File: src/rtl/program_loader_pkg.sv
// Shared constants and state type for the instruction loader.
package program_loader_pkg;
    localparam int unsigned DATA_W = 16;
    localparam int unsigned ADDR_W = 5;
    localparam int unsigned DEPTH  = 32;

    typedef enum logic [2:0] {
        IDLE,
        HDR,
        LOAD,
        RUN,
        ERR
    } state_e;
endpackage

File: src/rtl/program_loader_if.sv
// Valid/ready instruction stream carrying a length header followed by instruction words.
interface program_loader_if #(
    parameter int unsigned DATA_W = program_loader_pkg::DATA_W
) ();
    import program_loader_pkg::*;

    logic              s_valid;
    logic [DATA_W-1:0] s_data;
    logic              s_ready;

    modport master (output s_valid, output s_data, input s_ready);
    modport slave  (input s_valid, input s_data, output s_ready);
endinterface

File: src/rtl/program_loader_wr_ptr.sv
// Write pointer and remaining-word counter for one program load.
module loader_wr_ptr #(
    parameter int unsigned ADDR_W = program_loader_pkg::ADDR_W
) (
    input  logic              clk,
    input  logic              rst,
    input  logic              load_i,
    input  logic [ADDR_W:0]   len_i,
    input  logic              step_i,
    output logic [ADDR_W-1:0] ptr_o,
    output logic              last_o
);
    import program_loader_pkg::*;

    logic [ADDR_W-1:0] ptr_q, ptr_d;
    logic [ADDR_W:0]   rem_q, rem_d;

    always_comb begin
        ptr_d = ptr_q;
        rem_d = rem_q;
        if (load_i) begin
            ptr_d = '0;
            rem_d = len_i;
        end else if (step_i) begin
            ptr_d = ptr_q + ADDR_W'(1);
            rem_d = rem_q - (ADDR_W+1)'(1);
        end
    end

    always_ff @(posedge clk) begin
        if (rst) begin
            ptr_q <= '0;
            rem_q <= '0;
        end else begin
            ptr_q <= ptr_d;
            rem_q <= rem_d;
        end
    end

    assign ptr_o  = ptr_q;
    assign last_o = (rem_q == (ADDR_W+1)'(1));
endmodule

File: src/rtl/program_loader.sv
// Loads a length-prefixed program into instruction memory, then runs the core until halt.
module program_loader #(
    parameter int unsigned DATA_W = program_loader_pkg::DATA_W,
    parameter int unsigned ADDR_W = program_loader_pkg::ADDR_W,
    parameter int unsigned DEPTH  = program_loader_pkg::DEPTH
) (
    input  logic              clk,
    input  logic              rst,
    input  logic              start_i,
    program_loader_if.slave   s_if,
    output logic              mem_we_o,
    output logic [ADDR_W-1:0] mem_addr_o,
    output logic [DATA_W-1:0] mem_wdata_o,
    output logic              core_rstn_o,
    output logic              core_ce_o,
    input  logic              halt_i,
    output logic              load_done_o,
    output logic              load_err_o
);
    import program_loader_pkg::*;

    localparam logic [ADDR_W:0] MAX_LEN = (ADDR_W+1)'(DEPTH);

    state_e            state_q;
    logic              mem_we_q;
    logic [ADDR_W-1:0] mem_addr_q;
    logic [DATA_W-1:0] mem_wdata_q;
    logic              core_rstn_q;
    logic              core_ce_q;
    logic              load_done_q;
    logic              load_err_q;

    logic              hs;
    logic [ADDR_W:0]   len_d;
    logic              len_ok_d;
    logic              ptr_load;
    logic              ptr_step;
    logic [ADDR_W-1:0] ptr;
    logic              last;

    assign s_if.s_ready = (state_q == HDR) || (state_q == LOAD);
    assign hs           = s_if.s_valid & s_if.s_ready;

    // Only the low ADDR_W+1 header bits carry the length, so DEPTH itself is representable.
    assign len_d    = s_if.s_data[ADDR_W:0];
    assign len_ok_d = (len_d != '0) && (len_d <= MAX_LEN);
    assign ptr_load = (state_q == HDR) && hs && len_ok_d;
    assign ptr_step = (state_q == LOAD) && hs;

    loader_wr_ptr #(.ADDR_W(ADDR_W)) u_wr_ptr (
        .clk   (clk),
        .rst   (rst),
        .load_i(ptr_load),
        .len_i (len_d),
        .step_i(ptr_step),
        .ptr_o (ptr),
        .last_o(last)
    );

    always_ff @(posedge clk) begin
        if (rst) begin
            state_q     <= IDLE;
            mem_we_q    <= 1'b0;
            mem_addr_q  <= '0;
            mem_wdata_q <= '0;
            core_rstn_q <= 1'b0;
            core_ce_q   <= 1'b0;
            load_done_q <= 1'b0;
            load_err_q  <= 1'b0;
        end else begin
            mem_we_q <= 1'b0;
            unique case (state_q)
                IDLE, ERR: begin
                    if (start_i) begin
                        state_q     <= HDR;
                        core_rstn_q <= 1'b0;
                        core_ce_q   <= 1'b0;
                        load_done_q <= 1'b0;
                        load_err_q  <= 1'b0;
                    end
                end
                HDR: begin
                    if (hs) begin
                        if (len_ok_d) begin
                            state_q <= LOAD;
                        end else begin
                            state_q    <= ERR;
                            load_err_q <= 1'b1;
                        end
                    end
                end
                LOAD: begin
                    if (hs) begin
                        mem_we_q    <= 1'b1;
                        mem_addr_q  <= ptr;
                        mem_wdata_q <= s_if.s_data;
                        if (last) begin
                            state_q     <= RUN;
                            load_done_q <= 1'b1;
                        end
                    end
                end
                RUN: begin
                    // Release lags RUN entry by a cycle so the final write lands before the first fetch.
                    if (halt_i) begin
                        state_q   <= IDLE;
                        core_ce_q <= 1'b0;
                    end else begin
                        core_rstn_q <= 1'b1;
                        core_ce_q   <= 1'b1;
                    end
                end
                default: state_q <= IDLE;
            endcase
        end
    end

    assign mem_we_o    = mem_we_q;
    assign mem_addr_o  = mem_addr_q;
    assign mem_wdata_o = mem_wdata_q;
    assign core_rstn_o = core_rstn_q;
    assign core_ce_o   = core_ce_q;
    assign load_done_o = load_done_q;
    assign load_err_o  = load_err_q;
endmodule

File: src/flat_wrapper.sv
// flat-port wrapper written by rule: the top's interface ports become plain ports
module program_loader_flat import program_loader_pkg::*;
#(
    parameter int unsigned DATA_W = program_loader_pkg::DATA_W,
    parameter int unsigned ADDR_W = program_loader_pkg::ADDR_W,
    parameter int unsigned DEPTH  = program_loader_pkg::DEPTH
)
  (clk, rst, start_i, mem_we_o, mem_addr_o, mem_wdata_o, core_rstn_o, core_ce_o, halt_i, load_done_o, load_err_o, s_if_s_valid, s_if_s_data, s_if_s_ready);
  program_loader_if #(.DATA_W(DATA_W)) s_if_i ();
  input  logic clk;
  input  logic rst;
  input  logic start_i;
  output logic mem_we_o;
  output logic [ADDR_W-1:0] mem_addr_o;
  output logic [DATA_W-1:0] mem_wdata_o;
  output logic core_rstn_o;
  output logic core_ce_o;
  input  logic halt_i;
  output logic load_done_o;
  output logic load_err_o;
  input wire logic [$bits(s_if_i.s_valid)-1:0] s_if_s_valid;
  input wire logic [$bits(s_if_i.s_data)-1:0] s_if_s_data;
  output wire logic [$bits(s_if_i.s_ready)-1:0] s_if_s_ready;
  assign s_if_i.s_valid = s_if_s_valid;
  assign s_if_i.s_data = s_if_s_data;
  assign s_if_s_ready = s_if_i.s_ready;
  program_loader #(.DATA_W(DATA_W), .ADDR_W(ADDR_W), .DEPTH(DEPTH)) u_core (.clk(clk), .rst(rst), .start_i(start_i), .s_if(s_if_i), .mem_we_o(mem_we_o), .mem_addr_o(mem_addr_o), .mem_wdata_o(mem_wdata_o), .core_rstn_o(core_rstn_o), .core_ce_o(core_ce_o), .halt_i(halt_i), .load_done_o(load_done_o), .load_err_o(load_err_o));
endmodule
File: config.mk
export PLATFORM = sky130hd
export DESIGN_NAME = program_loader_flat
export DESIGN_NICKNAME = d
export VERILOG_FILES = /design/src/rtl/program_loader_pkg.sv /design/src/rtl/program_loader_if.sv /design/src/rtl/program_loader_wr_ptr.sv /design/src/rtl/program_loader.sv /design/src/flat_wrapper.sv
export SDC_FILE = /design/constraint.sdc
export NUM_CORES = 1
export LEC_CHECK = 0
export ABC_AREA = 1
export CAP_MARGIN = 10
export CORE_UTILIZATION = 45
export DETAILED_ROUTE_END_ITERATION = 12
export PLACE_DENSITY = 0.75
export SYNTH_ARGS = -nofsm -noshare
export SYNTH_HDL_FRONTEND = slang
export SYNTH_HIERARCHICAL = 1
export SYNTH_SLANG_ARGS = --single-unit
File: constraint.sdc
create_clock -name clk -period 2.6 [get_ports clk]
set_clock_uncertainty 0.2 [all_clocks]
set_input_delay 0.52 -clock clk [delete_from_list [all_inputs] [get_ports clk]]
set_output_delay 0.52 -clock clk [all_outputs]
set_load 0.01 [all_outputs]
==> impl_metrics.tcl <==
set metrics [dict create \
    drt_pass1_iterations 4 \
    fin_crit_sh_pct 93.5 \
    gr-usage-met3_pct 4.69 \
    min_from "u_core/load_err_o" \
    netlist_instances 236 \
    gp_routability_congestion 0.818 \
    worst_path_max_delay_cell "clkdlybuf4s50_1" \
    final_max_slew_viol_count 0 \
    setup_viol 0 \
    root_buffer "clkbuf_8" \
    hold_class "flip-flop to flip-flop" \
    maxCapViolCount 0 \
    crit_start "u_core/state_q[2]" \
    finalCriticalPeriod_ns 2.43 \
    synth_ff_type "dfxtp_1" \
    antenna_found_initial 0 \
    io_pins 48 \
    final_antenna_net_count 0 \
    start_kind "flip-flop" \
    area_growth_pct 33.2 \
    ys_types 31 \
    drt_wl_total_um 4010 \
    viasPerCell 5.01 \
    stdcell_area_mm2 0.00240 \
    cts_tree "done" \
    coreArea_mm2 0.00374 \
    status "complete, no violations" \
    path_max_fanout 5 \
    required_ns 1.88 \
    worst_pin_slew_ns 0.370 \
    initial_core_util_pct 48.1 \
    syn_area_per_cell_um2 7.63 \
    dieArea_mm2 0.00426 \
    fillers 349 \
    cpPeakStageDelay_ns 0.55 \
    final_layout_size_suffix_gt1_share_pct 12.5 \
    synthArstFlopShare_pct 0 \
    dr.first_iter.drc_count 88 \
    drc 0 \
    end_kind "output port" \
    cts_buffer_depth 2 \
    pre_cts_slack_ns 0.238 \
    ys.warnings.count 6 \
    grt_use_met2_pct 33.9 \
    fin_nets 313 \
    critPathBufInv 2 \
    met1_usage_pct 25.7 \
    synth_edf_count 0 \
    grt_pass1_wl_um 6690 \
    worst_slack_ns 0.170 \
    place_hpwl_um 2890 \
    first_global_vias 1525 \
    finalPower_mw 2.19 \
    num_vias 1689 \
    path_clk_slew_ns 0.07 \
    final_cell_mix "nor2_1 (49), clkdlybuf4s50_1 (47), dfxtp_1 (40)" \
    cellLeakagePower_nw 0.960 \
    ir_drop_mv 0.463 \
    finalHoldViolCount 0 \
    placed_area_mm2 0.00232 \
    powerDensity_mw_per_mm2 915 \
    fin_setup_tns_ns 0 \
    insertion_delay_ns 0.29 \
    cts_buffers 5 \
    rows 22 \
    multi_input_comb_area_um2 848 \
    grt_usage_pct 20.5 \
    wire_per_inst_um 11.9 \
    holdBufCountCts 0 \
    crit_type "flip-flop to output port" \
    clock_sinks 40 \
    cp_top_family "buffers and inverters" \
    seq_area_frac_synth_pct 44.5 \
    grt_overflow 0 \
    arrival_ns 1.71 \
    r2r-start "u_core/state_q[0]" \
    syn_nets 260 \
    layout_commonest_cell "nor2_1" \
    fin_util_pct 64.1 \
    whs_ns 0.259 \
    grt_max_degree 25 \
    crit_chain "nor3_4 > inv_1 > o21ai_0 > clkdlybuf4s50_1" \
    cts_setup_buffers 0 \
    regArea_um2 801 \
    chipWidth_um 65.3 \
    relSlewSlack_pct 75.3 \
    die_y_um 65.3 \
    io_buffers 47 \
    final_cell_count_no_fill 337 \
    syn_area_mm2 0.00180 \
    rsz0062_at_grt "no" \
    dp.cells 330 \
    fmax_mhz 411 \
    grt_most_used_layer "met2" \
    cts_resized 0 \
    ys_ff_latch 40 \
    antennaDiodeCount 0 \
    h-tree-depth 2 \
]
-- worst register-to-register path, cell delays in order (launching register included) --
cell	delay, ns
dfxtp_1	0.45
nand2_1	0.12
nor2_2	0.19
nand3_1	0.15
nor2_1	0.18
buf_4	0.19
nor2_4	0.05
a22oi_1	0.17
a21oi_1	0.09
-- state kept, by name, indices dropped and copies added (netlist names) --
| signal | cells |
|---|---|
| u_core/core_rstn_o | 1 |
| u_core/mem_addr_o | 5 |
| u_core/load_done_o | 1 |
| u_core/state_q | 3 |
| u_core/core_ce_o | 1 |
| u_core/u_wr_ptr/rem_q | 6 |
| u_core/load_err_o | 1 |
| u_core/mem_wdata_o | 16 |
| u_core/u_wr_ptr/ptr_o | 5 |
| u_core/mem_we_o | 1 |
-- path summary, 6_finish.rpt --
check | cells past startpoint | slack (ns) | endpoint
hold / removal | 2 | 0.26 | u_core/load_err_o
setup reg to reg | 8 | 0.70 | u_core/u_wr_ptr/rem_q[3]
hold reg to reg | 2 | 0.26 | u_core/load_err_o
setup / recovery | 4 | 0.17 | s_if_s_ready
-- per-layer routing --
metal,vias up,wire length (um)
li1,870,-
met1,769,1870
met2,48,1880
met3,2,242
met4,0,23
met5,-,0
-- layout make-up --
class,count,area share [%]
inverter,23,3.70
clock inverter,1,0.209
sequential,40,33.4
tap,48,2.50
timing repair buffer,54,21.8
clock buffer,6,3.03
multi-input combinational,165,35.4
-- synth_stat cells (2+ instances only) --
cell,n,area [um2]
a21oi_1,11,55.1
a22oi_1,3,22.5
a31oi_1,3,18.8
buf_6,4,45.0
clkbuf_1,2,7.51
clkbuf_2,2,10.0
dfxtp_1,40,801
ha_1,3,37.5
inv_1,17,63.8
inv_2,5,18.8
nand2_1,28,105
nand2_2,3,18.8
nand3_1,12,60.1
nand3b_1,2,15.0
nor2_1,49,184
nor2_2,3,18.8
nor2_4,4,45.0
nor3_1,7,35.0
o21ai_0,23,115
o21ai_1,3,15.0
o21ai_2,2,17.5
-- power by group --
part	internal, mW	switching (mW)
clock network	0.182	0.202
logic	0.452	0.501
registers	0.755	0.103
-- cell families after synthesis --
group | count (synthesis) | share of synthesized area, %
AOI/OAI and AO/OA | 47 | 14.5
DFF | 40 | 44.5
xor gates and xnor gates | 1 | 0.487
buffers and inverters | 31 | 8.41
and+or+nand+nor | 114 | 30.1
adders and majority gates | 3 | 2.09
No activity file was read; power rests on OpenSTA's default activity.
